`src/rtl/insn_fetch.sv`:
```
// -----------------------------------------------------------------------------
// insn_fetch
// Instruction fetch stage sitting directly after the program counter. Reads
// 64-bit eBPF instruction slots from instruction memory over a req/ack
// handshake, assembles two-slot LDDW instructions, and hands decoded fields to
// the decoder with a valid/ready handshake. Issues one PC-advance pulse per
// consumed slot and abandons work on flush (taken jump / CALL / PC load).
//
// Ports:
//   clk, rst          clock; synchronous active-high reset
//   fetch_en          allows a new fetch to start from IDLE
//   flush             discard the current / in-flight instruction
//   pc                PC word index, sampled in IDLE only
//   fetch_adv         one-cycle pulse: PC += 1
//   mem_req/mem_addr  instruction memory read request and word address
//   mem_ack/mem_rdata read completion and 64-bit slot data
//   insn_valid/ready  decoder handshake
//   insn_opcode/dst/src/off/imm/pc/err  decoded instruction fields
// -----------------------------------------------------------------------------
module insn_fetch #(
    parameter int          ADDR_W   = 32,
    parameter logic [7:0]  LDDW_OPC = 8'h18
) (
    input  logic              clk,
    input  logic              rst,
    input  logic              fetch_en,
    input  logic              flush,
    input  logic [ADDR_W-1:0] pc,
    output logic              fetch_adv,
    output logic              mem_req,
    output logic [ADDR_W-1:0] mem_addr,
    input  logic              mem_ack,
    input  logic [63:0]       mem_rdata,
    output logic              insn_valid,
    input  logic              insn_ready,
    output logic [7:0]        insn_opcode,
    output logic [3:0]        insn_dst,
    output logic [3:0]        insn_src,
    output logic [63:0]       insn_off,
    output logic [63:0]       insn_imm,
    output logic [ADDR_W-1:0] insn_pc,
    output logic              insn_err
);

    typedef enum logic [2:0] {IDLE, REQ1, REQ2, DRAIN, HOLD} state_t;

    state_t            state;
    state_t            state_next;
    logic [ADDR_W-1:0] addr_q;
    logic [ADDR_W-1:0] mem_addr_q;
    logic              adv_q;
    logic              start;
    logic              capture1;
    logic              capture2;
    logic              is_lddw;

    assign is_lddw = (mem_rdata[7:0] == LDDW_OPC);

    // NOTE: every signal written in always_comb gets a default first, so no
    // path through the case statement can infer a latch.
    always_comb begin
        state_next = state;
        start      = 1'b0;
        capture1   = 1'b0;
        capture2   = 1'b0;
        case (state)
            IDLE: begin
                if (fetch_en && !flush) begin
                    state_next = REQ1;
                    start      = 1'b1;
                end
            end
            REQ1, REQ2: begin
                // Flush wins over capture; an outstanding request must still
                // be drained so the memory sees a completed handshake.
                if (flush) begin
                    state_next = mem_ack ? IDLE : DRAIN;
                end else if (mem_ack) begin
                    if (state == REQ1) begin
                        capture1   = 1'b1;
                        state_next = is_lddw ? REQ2 : HOLD;
                    end else begin
                        capture2   = 1'b1;
                        state_next = HOLD;
                    end
                end
            end
            DRAIN: begin
                if (mem_ack) state_next = IDLE;
            end
            HOLD: begin
                if (flush || insn_ready) state_next = IDLE;
            end
            default: state_next = IDLE;
        endcase
    end

    // NOTE: sequential state uses non-blocking assignments so every register
    // samples the pre-edge values regardless of statement order.
    always_ff @(posedge clk) begin
        if (rst) begin
            state       <= IDLE;
            addr_q      <= '0;
            mem_addr_q  <= '0;
            adv_q       <= 1'b0;
            insn_opcode <= '0;
            insn_dst    <= '0;
            insn_src    <= '0;
            insn_off    <= '0;
            insn_imm    <= '0;
            insn_pc     <= '0;
            insn_err    <= 1'b0;
        end else begin
            state <= state_next;
            adv_q <= capture1 || capture2;
            if (start) begin
                addr_q     <= pc;
                mem_addr_q <= pc;
            end
            if (capture1) begin
                insn_opcode <= mem_rdata[7:0];
                insn_dst    <= mem_rdata[11:8];
                insn_src    <= mem_rdata[15:12];
                insn_off    <= {{48{mem_rdata[31]}}, mem_rdata[31:16]};
                insn_imm    <= {{32{mem_rdata[63]}}, mem_rdata[63:32]};
                insn_pc     <= addr_q;
                insn_err    <= 1'b0;
                // Second LDDW slot; wraps modulo 2^ADDR_W.
                if (is_lddw) mem_addr_q <= addr_q + ADDR_W'(1);
            end
            if (capture2) begin
                insn_imm[63:32] <= mem_rdata[63:32];
                insn_err        <= (mem_rdata[31:0] != 32'd0);
            end
        end
    end

    assign mem_req    = (state == REQ1) || (state == REQ2) || (state == DRAIN);
    assign mem_addr   = mem_addr_q;
    assign insn_valid = (state == HOLD);
    // A flush cycle coincides with a PC load, so the advance must not fire.
    assign fetch_adv  = adv_q && !flush;

endmodule

```
`config.mk`:
```
export PLATFORM = sky130hd
export DESIGN_NAME = insn_fetch
export DESIGN_NICKNAME = d
export VERILOG_FILES = /design/src/rtl/insn_fetch.sv
export SDC_FILE = /design/constraint.sdc
export NUM_CORES = 1
export LEC_CHECK = 0
export ABC_AREA = 1
export BUFFER_PORTS_ARGS = -buffer_cell sky130_fd_sc_hd__buf_2
export CAP_MARGIN = 20
export CORE_MARGIN = 5
export CORE_UTILIZATION = 45
export CTS_BUF_LIST = sky130_fd_sc_hd__clkbuf_8 sky130_fd_sc_hd__clkbuf_16
export CTS_CLUSTER_SIZE = 8
export DETAILED_ROUTE_END_ITERATION = 10
export PLACE_DENSITY = 0.73
export SYNTH_ARGS = -nofsm -noshare
export SYNTH_HDL_FRONTEND = slang
export SYNTH_SLANG_ARGS = --single-unit
```
`constraint.sdc`:
```
create_clock -name clk -period 2 [get_ports clk]
set_input_delay 0.4 -clock clk [delete_from_list [all_inputs] [get_ports clk]]
set_output_delay 0.4 -clock clk [all_outputs]
set_load 0.05 [all_outputs]
```
### Yosys cells after proc, flatten, opt, wreduce, memory -nomap -nowiden

Cells that the tools add are included.

| operators by class | value |
|---|---|
| divide/modulo/power cells | 0 |
| magnitude comparators | 0 |
| shift operators | 0 |
| reduce and logical (&&, ||, !) cells | 12 |
| bitwise gates (word level) | 0 |
| equal/unequal tests | 9 |
| multiplexer cells | 26 |
| $add $sub $neg | 1 |
| multipliers | 0 |

Operators with widths:

| kind | count |
|---|---|
| $mux W32 | 4 |
| $mux W64 | 1 |
| $add A32 B1 Y32 const B | 1 |
| $reduce_bool A32 Y1 | 1 |
| $mux W3 | 7 |
| $mux W1 | 12 |
| $pmux W3 S4 | 1 |
| $eq A8 B5 Y1 const B | 1 |
| $eq A3 B2 Y1 const B | 2 |
| $logic_or A1 B1 Y1 | 4 |
| $ne A2 B2 Y1 const B | 2 |
| $reduce_and A4 Y1 | 1 |
| $eq A3 B1 Y1 const B | 1 |
| $eq A3 B3 Y1 const B | 1 |
| $logic_not A3 Y1 | 1 |
| $ne A3 B3 Y1 const B | 1 |
| $logic_and A1 B1 Y1 | 2 |
| $mux W2 | 1 |
| $ne A2 B1 Y1 const B | 1 |
| $reduce_bool A2 Y1 | 1 |
| $reduce_or A2 Y1 | 1 |
| $logic_not A1 Y1 | 1 |

| word-level totals | value |
|---|---|
| bits in latches | 0 |
| output and inout port bits | 212 |
| bits in read-only memories | 0 |
| input bits | 102 |
| memories kept | 0 |
| register bits after elaboration | 197 |
| bits in writable memories | 0 |

### Depth between registers and ports, before layout

Gate-level depths: netlist (run 1).

| logic depth | value |
|---|---|
| word-level depth | 7 |
| gate-level depth with buffers | 11 |
| depth with buffers taken out | 10 |

### Worst setup path before layout (run 1)

OpenSTA, ideal clock, no wires.

| timing path | value |
|---|---|
| kind | register -> output |
| start point | register insn_off[15] (netlist name) |
| end point | output port insn_off[16] |
| slack | -0.169 ns |
| arrival time | 1.769 ns |
| cell stages (with the launch flop) | 2 |
| path buffers | 1 |
| cell sequence | dfxtp_1 -> buf_4 |

RTL lines:

| element | RTL line | source |
|---|---|---|
| to (decl) | 39 | `output logic [63:0] insn_off,` |

No word-level cell between the ends.

### Worst setup path after layout (run 1)

| timing path | value |
|---|---|
| start point | register state[2] |
| end point | output port insn_valid |

| between the ends | value |
|---|---|
| longest elaborated chain between the ends | 1 |

RTL lines:

| element | RTL line | source |
|---|---|---|
| from (decl) | 47 | `state_t state;` |
| from (signal assigned) | 114 | `state <= state_next;` |
| $eq A3 B3 Y1 | 140 | `assign insn_valid = (state == HOLD);` |
| to (decl) | 34 | `output logic insn_valid,` |

No other way between the ends.

==> summary.md, run 1 <==
| Metric | Value |
|---|---|
| PostCTS Resize Cnt | 0 |
| Total routing usage reported by global routing | 0.227 |
| Transition time of the tightest slew-check pin | ~0.58 ns |
| Run status | finished clean |
| Kind of end point of the critical path | primary output |
| Area post-placement | 10300 um2 |
| Synthesis-to-layout area growth | 24.7% |
| Max Cap Violations | 0 |
| Async S/R FF share, synth | 0 |
| Rel. slew slack | 0.614 |
| Reg2reg end | mem_addr[20]$_SDFF_PP0_ |
| R2r worst-path depth | 9 |
| Type of element launching the critical path | flop |
| Standard-cell row count | 51 |
| Worst reg2reg path startpoint | addr_q[0]$_SDFFE_PP0N_ |
| Number of CTS-inserted buffers | 17 |
| Sink Count | 197 |
| Die Outline Area | 22400 um2 |
| Antenna violations before repair | 3 |
| Number of warnings reported in the yosys synthesis log | 0 |
| Routability congestion estimate | 0.905 |
| Number of buffers on the longest clock path | 2 |
| Fraction of synthesized cell area taken by the top area cell type | 0.450 |
| Critical path startpoint | state[2]$_SDFFE_PP0P_ |
| Summed instance area of the synthesized netlist | 8770 um2 |
| Static leakage | roughly 0.0054 uW |
| Antenna-violating nets left | 0 |
| Share of cells above drive strength 1 | 0.252 |
| Kind of critical path | reg2out |
| TritonCTS clock tree | built |
| Setup Skew | 0.0126 ns |
| Most common flop cell mapped by yosys | sky130_fd_sc_hd__dfxtp_1 |
| Final WL | 26200 um |
| Total congestion overflow | 0 |
| Via count normalized by instance count | 4.86 |
| Synthesized area divided by synthesized cell count | 6.86 um2 |
| Most common cell in the synthesized netlist | sky130_fd_sc_hd__nand2_1 |
| Period utilization | 0.929 |
| Most instantiated cells after synthesis | sky130_fd_sc_hd__nand2_1, sky130_fd_sc_hd__dfxtp_1, sky130_fd_sc_hd__a21oi_1 |
| Die Y-Extent | roughly 150 um |
| Post-synthesis register bit count | around 200 |
| Buffers added on ports | 313 |
| Drt first-iter violations | roughly 560 |
| Net count of the finished layout | 1623 |
| Worst-Skew Late Latency | 0.44 ns |
| Remaining design rule violation count | 0 |
| Setup repair after global routing missed its margin | false |
| Min cycle time layout | 1.86 ns |
| Finished Core Util | 0.565 |
| Number of global-route vias before repair | 8052 |
| Number of hold violations in the final report | 0 |
| Number of antenna diodes | 0 |
| Cell count after synthesis | 1278 |
| Via count of the routed design | 8742 |
| Number of iterations in the first detailed-routing pass | 5 |
| Estimated wirelength of the detail-placed design | around 19000 um |
| Most area-hungry cell type in the Yosys netlist | sky130_fd_sc_hd__dfxtp_1 |
| Starting density of the core | 0.454 |
| Count of pins over their slew limit | 0 |
| Maximum fanout count along the critical path | 4 |
| Worst Path Arrival | 1.46 ns |
| Clock slew at reported path FFs | 0.08 ns |
| Worst voltage drop across the vdd grid | slightly above 0.6 mV |
| Seq/Total Area, Yosys | 0.450 |
| Buffer cell driving the clock tree root | sky130_fd_sc_hd__clkbuf_16 |
| Number of failing setup endpoints in the final timing report | 0 |
| Core Box Area | 19300 um2 |
| Path class of the lowest-slack min-delay path | in2reg |
| IO Pins | between 300 and 400 |
| Capturing instance or port of the critical path | insn_valid |
| Largest net degree at the start of global routing | 124 |
| Number of synthesized flops with an enable pin | 0 |
| Synthesized Nets | 1381 |
| First-pass GRT wire length | slightly above 40000 um |
| Average wire per standard cell | 14.6 um |
| Biggest area contributors in the synthesized netlist | sky130_fd_sc_hd__dfxtp_1, sky130_fd_sc_hd__nand2_1, sky130_fd_sc_hd__a21oi_1 |
| CTS Hold Bufs | 0 |
| Synth unique cells | 31 |
| Sum Neg Setup Slack | 0 ns |
| Max frequency | 538 MHz |
| Post-CTS setup buffer count | 0 |
| Worst hold-check slack | approximately 0.22 ns |
| Worst R2R Setup Slack | 0.30 ns |
| Post-Layout Inst Area | roughly 11000 um2 |
| Horizontal die dimension | 150 um |
| Pwr Total | around 11000 uW |
| WP data required | 1.60 ns |
| Power density relative to cell area | around 1000 nW/um2 |
| Total number of H-tree levels | 4 |
[worst max-delay path, cell delays in order (launching register included)]
cell,delay (ns)
sky130_fd_sc_hd__dfxtp_1,0.42
sky130_fd_sc_hd__inv_1,0.14
sky130_fd_sc_hd__nor2_1,0.16
sky130_fd_sc_hd__buf_2,0.31
[layout by cell type (no fill, tap or decap), drive strengths merged, types with 4 or more instances in the layout]
cell type / synthesis / routed
xnor2: 7 / 7
nor2: 104 / 104
buf: 83 / 338
inv: 76 / 81
nand3: 62 / 62
nand4: 4 / 4
o21ai: 41 / 41
clkbuf: 32 / 19
dfxtp: 197 / 197
xor2: 7 / 7
a21oi: 158 / 158
nand2: 493 / 493
[layer usage]
metal,wire [um],GRT usage
met5,27,0
met4,490,0.0709
met3,2390,0.0681
met2,11800,0.350
met1,11500,0.307
[final cells by class]
class,count,area (um2)
Clock buffer,19,453
Clock inverter,13,189
Fill cell,1881,8400
Inverter,76,287
Multi-Input combinational cell,890,3870
Sequential cell,197,3950
Tap cell,265,332
Timing Repair Buffer,338,1860
[flip-flops by register name, indices dropped and copies added, names as in the netlist]
register and cells:
insn_err 1, insn_imm 64, state 3, insn_off 16, insn_dst 4, adv_q 1
insn_src 4, insn_pc 32, mem_addr 32, addr_q 32, insn_opcode 8
[worst min-delay path by stage]
stage,startpoint,endpoint,slack [ns],cells after the start
after floorplan,addr_q[31]$_SDFFE_PP0N_,insn_pc[31]$_SDFFE_PP0N_,0.46,2
after global placement,insn_imm[19]$_SDFFE_PP0N_,insn_imm[19]$_SDFFE_PP0N_,0.45,2
after detailed placement,insn_opcode[1]$_SDFFE_PP0N_,insn_opcode[1]$_SDFFE_PP0N_,0.45,2
after CTS,mem_rdata[52],insn_imm[20]$_SDFFE_PP0N_,0.20,3
after global routing,mem_rdata[36],insn_imm[4]$_SDFFE_PP0N_,0.21,3
final,mem_rdata[52],insn_imm[20]$_SDFFE_PP0N_,0.22,3
[stage by stage]
step / std cells / worst slack [ns]
after floorplan: 1278 / 0.174
after global placement: 1766 / 0.129
after detailed placement: 1766 / 0.132
after CTS: 1798 / 0.0540
after global routing: 1798 / 0.0530
final: 1798 / 0.143
[where the power goes]
part / total, uW / switching [uW] / internal, uW
Sequential: 4430 / 219 / 4210
Combinational: 2570 / 1920 / 651
Clock: 3720 / 1630 / 2090
Total: 10700 / 3770 / 6950
[kinds of logic after synthesis]
kind of cell    count (synthesis)  synth area share
fa+ha+maj                       1           0.00143
compound gates                204             0.118
xor+xnor                       14            0.0140
flops                         197             0.450
simple gates                  671             0.307
buf+inv                       191             0.111
Note: power is estimated with default switching activity, not from simulation.
==> run 2: changes to the inputs <==
Settings changed: CORE_UTILIZATION 45 to 50, PLACE_DENSITY 0.73 to 0.8.
==> run 2 against run 1 <==
Effect of this change: core utilization up 6.0 points; sequential power about the same; clock power down 16%; first-iteration DRC count up 18%; wire length up 0.26%; fmax down 0.58%; worst setup slack worse by 0.011 ns; die area down 9.3%; largest power group unchanged; critical path depth unchanged; power down 5.3%; combinational power about the same.
==> summary.md, run 2 (same netlist as run 1, synthesis figures left out) <==
| Metric | Value |
|---|---|
| Run status | finished clean (unchanged) |
| Antenna-violating nets left | 0 (unchanged) |
| Worst-Skew Late Latency | 0.43 ns (was 0.44 ns) |
| Average wire per standard cell | 15.0 um (was 14.6 um) |
| Total routing usage reported by global routing | 0.249 (was 0.227) |
| Power density relative to cell area | 941 nW/um2 (was 981 nW/um2) |
| Number of buffers on the longest clock path | 2 (unchanged) |
| Horizontal die dimension | 142 um (was 150 um) |
| Max Cap Violations | 0 (unchanged) |
| Filler cell count | 1610 (was 1881) |
| Total number of H-tree levels | 4 (unchanged) |
| Share of cells above drive strength 1 | 0.249 (was 0.252) |
| Estimated wirelength of the detail-placed design | 19200 um (was 19000 um) |
| Setup Skew | 0.00698 ns (was 0.0126 ns) |
| Min cycle time layout | 1.87 ns (was 1.86 ns) |
| Buffers plus inverters on the worst setup path | 2 (unchanged) |
| Biggest register | insn_imm (unchanged) |
| Remaining design rule violation count | 0 (unchanged) |
| Slowest stage cell, crit path | sky130_fd_sc_hd__dfxtp_1 (unchanged) |
| Starting density of the core | 0.509 (was 0.454) |
| Worst Path Arrival | 1.47 ns (was 1.46 ns) |
| First-pass GRT wire length | 41300 um (about the same) |
| Synthesis-to-layout area growth | 23.0% (was 24.7%) |
| Final cell count without fillers | 1757 (was 1798) |
| Maximum fanout count along the critical path | 4 (unchanged) |
| Kind of end point of the critical path | primary output (unchanged) |
| WP data required | 1.60 ns (about the same) |
| Number of global-route vias before repair | 8250 (was 8052) |
| Static leakage | 0.00533 uW (was 0.00537 uW) |
| Sink Count | 197 (unchanged) |
| Inst Count DP | 1725 (was 1766) |
| Period utilization | 0.934 (was 0.929) |
| Largest net degree at the start of global routing | 71 (was 124) |
| Antenna violations before repair | 0 (was 3) |
| Path class of the lowest-slack min-delay path | in2reg (unchanged) |
| Routability congestion estimate | 0.924 (was 0.905) |
| Number of iterations in the first detailed-routing pass | 5 (unchanged) |
| Buffer cell driving the clock tree root | sky130_fd_sc_hd__clkbuf_16 (unchanged) |
| Net count of the finished layout | 1622 (was 1623) |
| Rel. slew slack | 0.717 (was 0.614) |
| Worst setup slack after placement | 0.114 ns (was 0.132 ns) |
| Max frequency | 535 MHz (was 538 MHz) |
| Longest individual stage delay on the worst path | 0.42 ns (about the same) |
| Kind of critical path | reg2out (unchanged) |
| Die Y-Extent | 142 um (was 150 um) |
| Sum Neg Setup Slack | 0 ns (unchanged) |
| Count of pins over their slew limit | 0 (unchanged) |
| Worst hold-check slack | 0.223 ns (was 0.218 ns) |
| Via count of the routed design | 8894 (was 8742) |
| TritonCTS clock tree | built (unchanged) |
| Type of element launching the critical path | flop (unchanged) |
| Number of failing setup endpoints in the final timing report | 0 (unchanged) |
| IO Pins | 314 (unchanged) |
| Die Outline Area | 20300 um2 (was 22400 um2) |
| Most common library cell in the layout ignoring fill and taps | sky130_fd_sc_hd__nand2_1 (unchanged) |
| Worst voltage drop across the vdd grid | 0.625 mV (was 0.612 mV) |
| Post-route worst setup slack | 0.132 ns (was 0.143 ns) |
| Setup repair after global routing missed its margin | false (unchanged) |
| Number of hold violations in the final report | 0 (unchanged) |
| Drt first-iter violations | 655 (was 556) |
| Dominant delay contributor by cell family on the critical path | buffers and inverters (unchanged) |
| Core Box Area | 17200 um2 (was 19300 um2) |
| Worst-path cell chain | inv_1 -> nor2_1 -> buf_2 (unchanged) |
| Number of CTS-inserted buffers | 17 (unchanged) |
| Clock slew at reported path FFs | 0.07 ns (was 0.08 ns) |
| Standard-cell row count | 48 (was 51) |
| Leading cell types in the layout, fill and taps excluded | sky130_fd_sc_hd__nand2_1, sky130_fd_sc_hd__buf_2, sky130_fd_sc_hd__dfxtp_1, sky130_fd_sc_hd__a21oi_1, sky130_fd_sc_hd__nor2_1 (unchanged) |
| Transition time of the tightest slew-check pin | 0.425 ns (was 0.579 ns) |
| Final WL | 26300 um (was 26200 um) |
| Buffers added on ports | 313 (unchanged) |
| Number of flip-flops under the largest register name | 64 (unchanged) |
| Via count normalized by instance count | 5.06 (was 4.86) |
| Total congestion overflow | 0 (unchanged) |
## run 2: worst reg2reg max path, cell delays in order, from the launching register on
cell and delay (ns):
sky130_fd_sc_hd__dfxtp_1 0.39, sky130_fd_sc_hd__ha_1 0.21, sky130_fd_sc_hd__nand2_1 0.06, sky130_fd_sc_hd__nor2_1 0.14
sky130_fd_sc_hd__nand2_1 0.19, sky130_fd_sc_hd__nor2_1 0.31, sky130_fd_sc_hd__nand2_1 0.11, sky130_fd_sc_hd__nand2_1 0.07
sky130_fd_sc_hd__nand3_1 0.08, sky130_fd_sc_hd__a21oi_1 0.16
## run 2: where the power goes
group          internal, uW  leakage (uW)  switching [uW]
clock                  1620      0.000268            1510
sequential             4210       0.00160             221
combinational           662       0.00346            1930
## run 2: final cells by class
class,instances,area (um2),area share
Inverter,76,287,0.0266
Timing Repair Buffer,337,1870,0.174
Clock buffer,18,439,0.0407
Tap cell,225,282,0.0261
Sequential cell,197,3950,0.366
Multi-Input combinational cell,890,3870,0.359
Clock inverter,13,87.6,0.00812
Antenna cell,1,2.50,0.000232
## run 2: path summary, 6_finish.rpt
check | start | to | slack (ns) | cells after the start
hold reg to reg | insn_src[0]$_SDFFE_PP0N_ | insn_src[0]$_SDFFE_PP0N_ | 0.46 | 2
setup reg to reg | addr_q[1]$_SDFFE_PP0N_ | mem_addr[28]$_SDFF_PP0_ | 0.20 | 9
hold / removal | mem_rdata[24] | insn_off[8]$_SDFFE_PP0N_ | 0.22 | 3
setup / recovery | state[2]$_SDFFE_PP0P_ | insn_valid | 0.13 | 3
## run 2: repair_timing
action | in CTS | in global routing
hold buffers | 0 | 0
setup endpoints to repair | 0 | 49
hold endpoints to repair | 0 | 0
resized for setup | 0 | 1
buffers inserted | 0 | 0
## run 2: stage by stage
stage | total power [uW] | util | area, um2
floorplan | 6430 | - | 8770
detailed placement | 7100 | 0.595 | 10300
CTS | 10200 | 0.626 | 10800
global placement | 7060 | 0.595 | 10300
global route | 10600 | 0.626 | 10800
finish | 10200 | 0.626 | 10800
## run 2: metal layers
metal  GRT usage  vias up  wire length, um
met5           0        -                0
met4      0.0740        0              519
met3      0.0773       37             2630
met2       0.399      368            12200
met1       0.324     4034            11000
li1            -     4455                -
==> run 3: changes to the inputs <==
Settings changed: ABC_AREA 1 to 0, CORE_UTILIZATION 50 to 49.
==> run 3 against run 2 <==
Effect of this change: fmax down 1.3%; critical path depth rose by 1; sequential share of layout area grew 0.74 points; synthesized area shrank 5.5%; combinational power down 34%; first-iteration DRC count shrank 15%; final cell count down 12%; die area decreased by 3.4%; synthesized cell count is 18% lower; worst hold slack got worse by 0.016 ns; highest routed layer is now met5.
==> summary.md, run 3 <==
| Metric | Value |
|---|---|
| Synth unique cells | 53 (was 31) |
| Power density relative to cell area | 896 nW/um2 (was 941 nW/um2) |
| Part of the power in registers | 0.447 (was 0.437) |
| Via count normalized by instance count | 5.29 (was 5.06) |
| Rel. slew slack | 0.722 (was 0.717) |
| Total congestion overflow | 0 (unchanged) |
| Number of synthesized flops with an enable pin | 0 (unchanged) |
| Clock slew at reported path FFs | 0.08 ns (was 0.07 ns) |
| Fraction of synthesized cell area taken by the top area cell type | 0.476 (was 0.450) |
| Final WL | 25000 um (was 26300 um) |
| Estimated wirelength of the detail-placed design | 18000 um (was 19200 um) |
| Buffer cell driving the clock tree root | sky130_fd_sc_hd__clkbuf_16 (unchanged) |
| Max frequency | 529 MHz (was 535 MHz) |
| Number of flip-flops under the largest register name | 64 (unchanged) |
| Kind of end point of the critical path | primary output (unchanged) |
| Number of global-route vias before repair | 7836 (was 8250) |
| Min cycle time layout | 1.89 ns (was 1.87 ns) |
| Worst hold-check slack | 0.207 ns (was 0.223 ns) |
| Number of buffers on the longest clock path | 2 (unchanged) |
| CTS Hold Bufs | 0 (unchanged) |
| Synthesized Nets | 1156 (was 1381) |
| Sum Neg Setup Slack | 0 ns (unchanged) |
| Filler cell count | 1469 (was 1610) |
| Path class of the lowest-slack min-delay path | in2reg (unchanged) |
| Antenna violations before repair | 4 (was 0) |
| Maximum fanout count along the critical path | 7 (was 4) |
| Worst voltage drop across the vdd grid | 0.582 mV (was 0.625 mV) |
| Buffers added on ports | 313 (unchanged) |
| Number of iterations in the first detailed-routing pass | 5 (unchanged) |
| First-pass GRT wire length | 39500 um (was 41300 um) |
| Count of pins over their slew limit | 0 (unchanged) |
| Finished Core Util | 0.638 (was 0.626) |
| TritonCTS clock tree | built (unchanged) |
| Worst-Skew Late Latency | 0.43 ns (about the same) |
| Most area-hungry cell type in the Yosys netlist | sky130_fd_sc_hd__dfxtp_1 (unchanged) |
| Share of total power consumed by net switching | 0.326 (was 0.360) |
| Synthesized area divided by synthesized cell count | 7.87 um2 (was 6.86 um2) |
| Part of the total power dissipated in the clock network | 0.372 (was 0.308) |
| Share of cells above drive strength 1 | 0.324 (was 0.249) |
| Synthesis-to-layout area growth | 27.7% (was 23.0%) |
| Static leakage | 0.00467 uW (was 0.00533 uW) |
| Run status | finished clean (unchanged) |
| Drt first-iter violations | 556 (was 655) |
| Standard-cell row count | 47 (was 48) |
| IO Pins | 314 (unchanged) |
| WP data required | 1.60 ns (about the same) |
| Leading cell types in the layout, fill and taps excluded | sky130_fd_sc_hd__buf_2, sky130_fd_sc_hd__nand2_1, sky130_fd_sc_hd__dfxtp_1, sky130_fd_sc_hd__a21oi_1, sky130_fd_sc_hd__nor2_1 (was sky130_fd_sc_hd__nand2_1, sky130_fd_sc_hd__buf_2, sky130_fd_sc_hd__dfxtp_1, sky130_fd_sc_hd__a21oi_1, sky130_fd_sc_hd__nor2_1) |
| Horizontal die dimension | 140 um (was 142 um) |
| Net count of the finished layout | 1413 (was 1622) |
| Int Power | 6380 uW (was 6490 uW) |
| Seq/Total Area, Yosys | 0.476 (was 0.450) |
| Number of warnings reported in the yosys synthesis log | 0 (unchanged) |
| Psw | 3090 uW (was 3660 uW) |
| Antenna-violating nets left | 0 (unchanged) |
| Period utilization | 0.946 (was 0.934) |
| Core Box Area | 16600 um2 (was 17200 um2) |
| Max Cap Violations | 0 (unchanged) |
| Most instantiated cells after synthesis | sky130_fd_sc_hd__nand2_1, sky130_fd_sc_hd__dfxtp_1, sky130_fd_sc_hd__a21oi_1 (unchanged) |
| Most common flop cell mapped by yosys | sky130_fd_sc_hd__dfxtp_1 (unchanged) |
| Combinational group share of total power | 0.181 (was 0.255) |
| Number of CTS-inserted buffers | 17 (unchanged) |
| Cell count after synthesis | 1053 (was 1278) |
| Routability congestion estimate | 0.886 (was 0.924) |
| Largest net degree at the start of global routing | 74 (was 71) |
| Type of element launching the critical path | flop (unchanged) |
| Kind of critical path | reg2out (unchanged) |
| Starting density of the core | 0.500 (was 0.509) |
| Most common cell in the synthesized netlist | sky130_fd_sc_hd__nand2_1 (unchanged) |
| Sink Count | 197 (unchanged) |
| Via count of the routed design | 8177 (was 8894) |
| Most common library cell in the layout ignoring fill and taps | sky130_fd_sc_hd__buf_2 (was sky130_fd_sc_hd__nand2_1) |
| Die Y-Extent | 140 um (was 142 um) |
| Post-synthesis register bit count | 197 (unchanged) |
| Total routing usage reported by global routing | 0.245 (was 0.249) |
| Summed instance area of the synthesized netlist | 8280 um2 (was 8770 um2) |
| Worst Path Arrival | 1.49 ns (was 1.47 ns) |
| Biggest register | insn_imm (unchanged) |
| Async S/R FF share, synth | 0 (unchanged) |
| Average wire per standard cell | 16.2 um (was 15.0 um) |
| Die Outline Area | 19600 um2 (was 20300 um2) |
| Biggest area contributors in the synthesized netlist | sky130_fd_sc_hd__dfxtp_1, sky130_fd_sc_hd__nand2_1, sky130_fd_sc_hd__a21oi_1 (unchanged) |
| Number of failing setup endpoints in the final timing report | 0 (unchanged) |
| Transition time of the tightest slew-check pin | 0.414 ns (was 0.425 ns) |
| Setup Skew | 0.00928 ns (was 0.00698 ns) |
| Number of hold violations in the final report | 0 (unchanged) |
| Remaining design rule violation count | 0 (unchanged) |
| Total number of H-tree levels | 4 (unchanged) |
-- run 3: cell count changes in the layout (fill, tap and decap cells not counted), sizes merged, moves of 28 or more --
cell | before | now
o21ai | 41 | 5
inv | 81 | 16
nand3 | 62 | 13
buf | 337 | 365
nand2 | 493 | 300
nor2 | 104 | 62
nor3 | 2 | 42
-- run 3: through the flow --
stage	std cells	setup WS [ns]	power [uW]	cell area, um2
5_1_grt	1546	-0.00603	9840	10600
3_5_place_dp	1506	-0.179	6030	9900
6_report	1546	0.108	9470	10600
3_3_place_gp	1506	-0.110	6010	9900
4_1_cts	1538	0.0162	9500	10500
2_1_floorplan	1053	0.0348	5520	8290
-- run 3: area by class of cell --
type | instances | area [um2] | area share
Sequential cell | 197 | 3950 | 0.373
Multi-Input combinational cell | 721 | 3620 | 0.343
Timing Repair Buffer | 365 | 2080 | 0.197
Clock buffer | 17 | 425 | 0.0402
Tap cell | 220 | 275 | 0.0260
Clock inverter | 15 | 186 | 0.0176
Inverter | 8 | 30.0 | 0.00284
Antenna cell | 3 | 7.51 | 0.000710
-- run 3: kinds of logic after synthesis --
family / after synthesis / share of synthesized area
AO/OA/AOI/OAI: 221 / 0.153
multiplexers: 1 / 0.00121
adder cells (fa/ha/maj): 1 / 0.00151
flip-flops: 197 / 0.476
XOR/XNOR: 30 / 0.0317
buffers and inverters: 135 / 0.0911
AND/OR/NAND/NOR: 468 / 0.245
-- run 3: repair_timing --
item                                    CTS  global route
gates resized for setup                   1             4
endpoints found under the setup margin    1            65
hold endpoints to repair                  0             0
setup buffers                             0             5
pin swaps                                 0             1
-- run 3: worst max-delay path, stage by stage (launching register included) --
cell	delay, ns
sky130_fd_sc_hd__dfxtp_1	0.37
sky130_fd_sc_hd__nor2_2	0.17
sky130_fd_sc_hd__buf_4	0.15
sky130_fd_sc_hd__and2_1	0.15
sky130_fd_sc_hd__buf_4	0.21
-- run 3: power groups by stage --
stage | Sequential (uW) | Clock, uW | Combinational [uW]
5_1_grt | 4260 | 3750 | 1830
4_1_cts | 4230 | 3560 | 1710
2_1_floorplan | 4780 | 0 | 742
3_5_place_dp | 4320 | 0 | 1700
6_report | 4230 | 3520 | 1720
3_3_place_gp | 4320 | 0 | 1690
-- run 3: worst paths after layout --
check        slack [ns]                     from  cells after the start                        end
max                0.11    state[0]$_SDFFE_PP0P_                      4                 insn_valid
min reg2reg        0.45  insn_pc[0]$_SDFFE_PP0N_                      2    insn_pc[0]$_SDFFE_PP0N_
min                0.21            mem_rdata[57]                      3  insn_imm[25]$_SDFFE_PP0N_
max reg2reg        0.14   addr_q[5]$_SDFFE_PP0N_                      5    mem_addr[27]$_SDFF_PP0_
-- run 3: layer usage --
| metal | vias up | track usage | part of all wire |
|---|---|---|---|
| met2 | 344 | 0.433 | 0.51 |
| met4 | 2 | 0.0974 | 0.028 |
| met3 | 48 | 0.0661 | 0.078 |
| met5 | - | 0 | 0.00028 |
| met1 | 3772 | 0.281 | 0.39 |
| li1 | 4011 | - | - |
